### config.mk
export PLATFORM = sky130hd
export DESIGN_NAME = alu_op_sequencer
export DESIGN_NICKNAME = d
export VERILOG_FILES = /design/src/rtl/alu_op_sequencer.sv
export SDC_FILE = /design/constraint.sdc
export NUM_CORES = 1
export LEC_CHECK = 0
export CAP_MARGIN = 5
export CORE_UTILIZATION = 35
export DETAILED_ROUTE_END_ITERATION = 10
export MAX_ROUTING_LAYER = met4
export PLACE_DENSITY = 0.71
export SLEW_MARGIN = 20
export SYNTH_ARGS = -nofsm -noshare
export SYNTH_HDL_FRONTEND = slang
export SYNTH_SLANG_ARGS = --single-unit
### constraint.sdc
create_clock -name clk -period 1.5 [get_ports clk]
set_input_delay 0.375 -clock clk [delete_from_list [all_inputs] [get_ports clk]]
set_output_delay 0.375 -clock clk [all_outputs]
set_load 0.01 [all_outputs]
### src/rtl/alu_op_sequencer.sv
// alu_op_sequencer: serializes op/a/b onto the ALU start/inbus/outbus/finish protocol; ALU_SEQ_TIMEOUT_EN enables the WAIT timeout
module alu_op_sequencer #(
  parameter int WIDTH = 16,
  parameter int OPW = 4,
  parameter int TIMEOUT_CYCLES = 4096
) (
  input  logic             clk,
  input  logic             rst,
  input  logic             req_valid,
  output logic             req_ready,
  input  logic [OPW-1:0]   req_op,
  input  logic [WIDTH-1:0] req_a,
  input  logic [WIDTH-1:0] req_b,
  output logic             rsp_valid,
  input  logic             rsp_ready,
  output logic [WIDTH-1:0] rsp_hi,
  output logic [WIDTH-1:0] rsp_lo,
  output logic [3:0]       rsp_flags,
  output logic             rsp_err,
  output logic             alu_rst_b,
  output logic             alu_start,
  output logic [OPW-1:0]   alu_s,
  output logic [WIDTH-1:0] alu_inbus,
  input  logic [WIDTH-1:0] alu_outbus,
  input  logic             alu_finish,
  input  logic             alu_negative,
  input  logic             alu_zero,
  input  logic             alu_carry,
  input  logic             alu_overflow
);
  typedef enum logic [2:0] {IDLE, ARST, SETUP, OPA, OPB, WAIT, CAP1, RESP} state_t;
  state_t state;
  logic [OPW-1:0] op;
  logic [WIDTH-1:0] a, b;
  logic two_word;
`ifdef ALU_SEQ_TIMEOUT_EN
  logic [15:0] cnt;
`else
  logic unused_timeout;
  assign unused_timeout = ^TIMEOUT_CYCLES;
`endif
  always_ff @(posedge clk) begin
    if (rst) begin
      state <= IDLE;
      req_ready <= 1'b0;
      rsp_valid <= 1'b0;
      rsp_hi <= '0;
      rsp_lo <= '0;
      rsp_flags <= '0;
      rsp_err <= 1'b0;
      alu_rst_b <= 1'b1;
      alu_start <= 1'b0;
      alu_s <= '0;
      alu_inbus <= '0;
      op <= '0;
      a <= '0;
      b <= '0;
      two_word <= 1'b0;
`ifdef ALU_SEQ_TIMEOUT_EN
      cnt <= '0;
`endif
    end else begin
      case (state)
        IDLE: begin
          req_ready <= 1'b1;
          if (req_valid && req_ready) begin
            op <= req_op;
            a <= req_a;
            b <= req_b;
            two_word <= req_op == OPW'(2) || req_op == OPW'(3);
            req_ready <= 1'b0;
            rsp_err <= 1'b0;
            alu_rst_b <= 1'b0;
            state <= ARST;
          end
        end
        ARST: begin
          alu_rst_b <= 1'b1;
          alu_s <= op;
          state <= SETUP;
        end
        SETUP: begin
          alu_start <= 1'b1;
          alu_inbus <= a;
          state <= OPA;
        end
        OPA: begin
          alu_start <= 1'b0;
          alu_inbus <= b;
          state <= OPB;
        end
        OPB: begin
`ifdef ALU_SEQ_TIMEOUT_EN
          cnt <= '0;
`endif
          state <= WAIT;
        end
        WAIT: begin
          if (alu_finish) begin
            rsp_flags <= {alu_negative, alu_zero, alu_carry, alu_overflow};
            if (two_word) begin
              rsp_hi <= alu_outbus;
              state <= CAP1;
            end else begin
              rsp_hi <= '0;
              rsp_lo <= alu_outbus;
              rsp_valid <= 1'b1;
              state <= RESP;
            end
          end
`ifdef ALU_SEQ_TIMEOUT_EN
          else begin
            cnt <= cnt + 16'd1;
            if (cnt == 16'(TIMEOUT_CYCLES - 1)) begin
              alu_rst_b <= 1'b0;
              rsp_err <= 1'b1;
              rsp_hi <= '0;
              rsp_lo <= '0;
              rsp_flags <= '0;
              rsp_valid <= 1'b1;
              state <= RESP;
            end
          end
`endif
        end
        CAP1: begin
          rsp_lo <= alu_outbus;
          rsp_valid <= 1'b1;
          state <= RESP;
        end
        RESP: begin
          alu_rst_b <= 1'b1;
          if (rsp_ready) begin
            rsp_valid <= 1'b0;
            state <= IDLE;
          end
        end
        default: state <= IDLE;
      endcase
    end
  end
endmodule
==> results of run 1 <==
==> per-layer routing <==
metal | up-vias | GRT usage
met5 | - | -
met4 | 0 | 0.04697
met3 | 16 | 0.04600
met2 | 137 | 0.3109
met1 | 1787 | 0.2218
li1 | 1860 | -
==> what timing repair did <==
action | in CTS | in global routing
cloned | 0 | 6
pin swaps | 4 | 61
endpoints found under the setup margin | 94 | 67
gates resized for setup | 65 | 84
buffers inserted | 0 | 5
==> report_power, final <==
part / switching, uW / internal (uW) / total [uW]
clock network: 974 / 798 / 1770
registers: 258 / 3090 / 3350
logic: 1750 / 1700 / 3450
total: 2980 / 5590 / 8570
==> worst max path at each step <==
stage / start / end / slack, ns / depth (start not counted)
after global placement: alu_finish / rsp_lo[6] / -0.17 / 5
after global routing: state[0] / rsp_lo[1] / -0.12 / 8
after floorplan: state[0] / two_word / 0.002 / 6
after CTS: state[0] / two_word / -0.04 / 6
final: state[0] / rsp_lo[8] / -0.08 / 8
after detailed placement: alu_finish / rsp_lo[6] / -0.22 / 5
==> cell type report <==
| cell class | instances | area, um^2 | share of cell area |
|---|---|---|---|
| inverters | 3 | 13.76 | 0.002269 |
| well taps | 140 | 175.2 | 0.02888 |
| repair buffers | 159 | 1600 | 0.2639 |
| clock inverters | 7 | 81.33 | 0.01341 |
| multi-input cells | 340 | 2066 | 0.3406 |
| flip-flops and latches | 100 | 2004 | 0.3305 |
| clock buffers | 9 | 123.9 | 0.02043 |
==> registers in the layout, indices dropped and copies added, names as in the netlist, 3 cells and up <==
signal     count
alu_s          4
alu_inbus     16
b             16
rsp_lo        16
rsp_flags      4
state          3
op             4
a             16
rsp_hi        16
==> critical path, stage by stage (launching register included) <==
cell and delay, ns:
dfxtp_2 0.36, inv_2 0.05, buf_6 0.11, ha_4 0.16, and2b_2 0.23, o21ai_4 0.24
clkbuf_16 0.20, nand2_1 0.06, a21oi_1 0.12
==> synthesized netlist by cell type (2+ instances only) <==
cell | instances | area share
a211oi_1 | 13 | 0.025
o21ai_1 | 2 | 0.0026
inv_1 | 2 | 0.0019
nand2_1 | 133 | 0.13
nor2_1 | 31 | 0.030
a21oi_1 | 84 | 0.11
nand2b_1 | 5 | 0.0080
buf_4 | 7 | 0.013
mux2i_1 | 17 | 0.044
dfxtp_1 | 100 | 0.51
clkbuf_1 | 17 | 0.016
nand3_1 | 19 | 0.024
buf_2 | 13 | 0.017
nor2b_1 | 8 | 0.013
ha_1 | 4 | 0.013
nor3_1 | 8 | 0.010
==> kinds of logic (layout without fill, tap and decap cells) <==
kind of cell | count (synthesis) | in the layout | synth area share
buffers and inverters | 41 | 178 | 0.05216
other | 1 | 1 | 0.0009591
multiplexers | 17 | 17 | 0.04352
flip-flops | 100 | 100 | 0.5120
adder cells (fa/ha/maj) | 4 | 4 | 0.01280
AND/OR/NAND/NOR | 212 | 212 | 0.2304
AO/OA/AOI/OAI | 105 | 106 | 0.1482
==> per-stage QoR <==
step / hold slack, ns / util / cell area [um^2]
floorplan: 0.4357 / - / 3958
global placement: 0.4386 / 0.5001 / 5421
detailed placement: 0.4428 / 0.5001 / 5421
global route: 0.4754 / 0.5594 / 6065
finish: 0.4522 / 0.5594 / 6065
CTS: 0.4552 / 0.5139 / 5570
==> results.toml, run 1 <==
[status]
status = "complete, but fails checks"
violations = "setup timing"

[clock_network]
cts_buffers = 9
cts_root_buffer = "clkbuf_8"
cts.sinks = 100
cts_hold_buf = 0
tritoncts = "done"
insertion_delay_ns = 0.36
clk_path_buf_depth = 2
clk_pin_slew_worst_paths_ns = 0.10
cts-htree-levels = 3

[logic_synthesis]
synth_cell_types = 33
synthFlopType = "dfxtp_1"
syn_area_per_cell_um2 = 8.146
ys_warn_count = 0
syn_inst = 480
synth_edf_count = 0
seq_area_frac_synth = 0.5120
async_flop_share = 0
syn_area_um2 = 3910
synth_nets = 545
synth-seq-cells = 100

[routing]
wl_um = 11220
num_vias = 3800
ant_nets = 0
drc_errors = 0
wl_per_cell_um = 14.80
via_per_inst = 5.013
met2_length_um = 5458
drt_first_pass_iters = 4
wl_met3_um = 787
wl_met1_um = 4832
top_layer = "met4"
drtIter0Drc = 90

[layout]
nNetsFinal = 678
syn2layout_area_growth_pct = 55.10
drive_gt1_frac = 0.2168
instances_no_fill = 758
nFillCells = 1000
final_cell_mix = "nand2_1, dfxtp_1, dlygate4sd2_1"
n_antenna_cell = 0
final_common_cell = "nand2_1"

[power]
ir_worst_vdd_mv = 0.9072
powerDensity_nw_per_um2 = 1413
p_total_uw = 8570
power_leakage_uw = 0.002570

[worst_setup_path]
startpoint_type = "flip-flop"
cp_data_arrival_time_ns = 1.88
r2r_start = "state[0]"
cp_max_fo = 8
required_ns = 1.80
rrSetupSlack_ns = -0.08
critical_path_class = "flip-flop to flip-flop"
endpoint_kind = "flip-flop"
reg2reg_to = "rsp_lo[8]"
r2r_cells = 8

[floorplan]
die_h_um = 107.7
die_x_um = 107.7
core_area_um2 = 10840
rows = 38
start_util = 0.3607
io_pins = 122
die_area_um2 = 11600

[timing]
hold_violations = 0
finalSetupTns_ns = -0.9943
fin_crit_ns = 1.578
setup_viol = 27
post-route-period-util = 1.052
fin_skew_ns = 0.009826
fin_ws_ns = -0.07765
rsz0062_at_grt = "yes"
fmax_ghz = 0.6339
drv_slew = 0

[global_routing]
grt_pass1_vias = 3586
gr-total-overflow = 0
antenna_found_initial = 0
grt_max_degree = 54
grt_pass1_wl_um = 16410
grt_usage = 0.1853

[hold_path]
hold_start = "rsp_lo[11]"
whs_endpoint = "rsp_lo[11]"
min_path_cells = 2
hold_path.class = "flip-flop to flip-flop"

[placement]
port_buffers = 120
pre_cts_slack_ns = -0.2247
dpl.hpwl_um = 7292
placedCellCount = 731
gp_congestion = 0.7969

[flow_run]
cap_violations = 0
No activity file was read; power rests on OpenSTA's default activity.
==> run 2, diff against run 1 <==
--- a/config.mk
+++ b/config.mk
@@ -5,7 +5,7 @@
 export SDC_FILE = /design/constraint.sdc
 export NUM_CORES = 1
 export LEC_CHECK = 0
-export CAP_MARGIN = 5
+export CAP_MARGIN = 20
 export CORE_UTILIZATION = 35
 export DETAILED_ROUTE_END_ITERATION = 10
 export MAX_ROUTING_LAYER = met4
==> results of run 2 <==
Final layout, timing and power as in run 1 (identical DEF).
==> run 3, diff against run 2 <==
--- a/config.mk
+++ b/config.mk
@@ -9,7 +9,7 @@
 export CORE_UTILIZATION = 35
 export DETAILED_ROUTE_END_ITERATION = 10
 export MAX_ROUTING_LAYER = met4
-export PLACE_DENSITY = 0.71
+export PLACE_DENSITY = 0.69
 export SLEW_MARGIN = 20
 export SYNTH_ARGS = -nofsm -noshare
 export SYNTH_HDL_FRONTEND = slang
==> constraint.sdc (replaced) <==
create_clock -name clk -period 2.1 [get_ports clk]
set_input_delay 0.525 -clock clk [delete_from_list [all_inputs] [get_ports clk]]
set_output_delay 0.525 -clock clk [all_outputs]
set_load 0.01 [all_outputs]
==> run 3 against run 2 <==
The flow now finishes without violations. Sequential share of layout area up 3.7 points. Sequential power shrank 29%. First-iteration DRC count up 5.6%. Clock skew rose by 0.0035 ns. Setup slack better by 0.31 ns. Utilization down 5.7 points. Critical path type is now flip-flop to output port. Global-route usage decreased by 0.91 points. Wire length fell by 14%. Via count decreased by 6.8%. Clock-buffer cell count increased by 1. Die area unchanged. Sequential cell count unchanged.
==> results.toml, run 3 (synthesized netlist as in run 1, its figures left out) <==
[worst_setup_path]
r2r_cells = 6
required_ns = 1.57
cp_data_arrival_time_ns = 1.34
cp.depth = 1
crit_chain = "clkdlybuf4s50_1"
cp.buffers_inverters = 1
endpoint_kind = "output port"
startpoint_type = "flip-flop"
slowest_stage = "clkdlybuf4s50_1"
cp_max_fo = 4
cpPeakStageDelay_ns = 0.60
crit_family = "buffers and inverters"
critical_path_class = "flip-flop to output port"

[routing]
drc_errors = 0
drtIter0Drc = 95
wl_per_cell_um = 13.20
wl_um = 9646
num_vias = 3543
drt_first_pass_iters = 4
ant_nets = 0
via_per_inst = 4.847

[layout]
drive_gt1_frac = 0.06261
regArea_um2 = 2002
n_antenna_cell = 0
nNetsFinal = 651
final_common_cell = "nand2_1"
nFillCells = 1069
multi_input_area_um2 = 1707
syn2layout_area_growth_pct = 39.39
final_cell_mix = "nand2_1, clkdlybuf4s50_1, dfxtp_1"
final_util = 0.5028

[power]
powerDensity_nw_per_um2 = 1006
power_leakage_uw = 0.001971
p_seq_frac = 0.436
ir_worst_vdd_mv = 0.4960
clockPowerShare = 0.232
p_sw_frac = 0.3281
power.switching_uw = 1798
intPower_uw = 3683
combPwrFrac = 0.333

[placement]
gp_congestion = 0.8039
port_buffers = 120
dpl.hpwl_um = 6875

[clock_network]
cts_resized = 0
clk_pin_slew_worst_paths_ns = 0.09
cts.sinks = 100
cts_root_buffer = "clkbuf_8"
clk_path_buf_depth = 2
insertion_delay_ns = 0.36
cts_buffers = 9
tritoncts = "done"
cts_hold_buf = 0
cts-htree-levels = 3
post-cts-setup-buffers = 0

[status]
status = "finished, final reports clean"

[floorplan]
io_pins = 122
start_util = 0.3607
die_x_um = 107.7
core_area_um2 = 10840
die_h_um = 107.7
rows = 38
die_area_um2 = 11600

[hold_path]
hold_path.class = "flip-flop to flip-flop"
min_path_cells = 2

[global_routing]
grt_max_degree = 45
grt_usage = 0.1763
gr-total-overflow = 0
grt_pass1_vias = 3394
grt_pass1_wl_um = 15840
antenna_found_initial = 0

[flow_run]
cap_violations = 0

[timing]
setup_viol = 0
fin_skew_ns = 0.01330
rsz0062_at_grt = "no"
hold_violations = 0
drv_slew = 0
fin_crit_ns = 1.866
post-route-period-util = 0.8888
fmax_ghz = 0.5358
finalSetupTns_ns = 0
whs_ns = 0.4600
run 3: layer usage:
metal | part of all wire | global-route usage | up-vias
li1 | - | - | 1801
met2 | 0.47 | 0.2958 | 104
met3 | 0.063 | 0.03692 | 10
met4 | 0.0080 | 0.04599 | 0
met5 | 0 | - | -
met1 | 0.46 | 0.2146 | 1628
run 3: through the flow:
step	setup slack, ns	cells	total power [uW]	area, um^2
floorplan	0.5066	480	3506	3910
global placement	0.2172	715	4202	5241
detailed placement	0.1862	715	4258	5241
CTS	0.2117	731	5527	5450
global route	0.1745	731	5847	5450
finish	0.2335	731	5481	5450
run 3: worst paths after layout:
check | start | end | slack (ns)
setup / recovery | req_ready | req_ready | 0.23
hold reg to reg | b[4] | b[4] | 0.46
setup reg to reg | state[0] | two_word | 0.34
hold / removal | b[4] | b[4] | 0.46
run 3: layout make-up:
cell class,count,share of cell area
Timing Repair Buffer,133,0.2470
Multi-Input combinational cell,339,0.3131
Inverter,3,0.002066
Clock buffer,10,0.02525
Sequential cell,100,0.3673
Clock inverter,6,0.01309
Tap cell,140,0.03214
run 3: power groups by stage:
| stage | registers (uW) | logic (uW) | clock network [uW] |
|---|---|---|---|
| 2_1_floorplan | 2470 | 1030 | 0 |
| 3_3_place_gp | 2420 | 1780 | 0 |
| 3_5_place_dp | 2430 | 1830 | 0 |
| 4_1_cts | 2390 | 1840 | 1300 |
| 5_1_grt | 2420 | 2030 | 1400 |
| 6_report | 2390 | 1820 | 1270 |
run 3: worst reg2reg max path: stages (launching register included):
cell	delay, ns
dfxtp_1	0.36
inv_1	0.10
ha_1	0.26
nor2b_4	0.22
nand3_2	0.13
or4b_1	0.50
a21oi_1	0.15
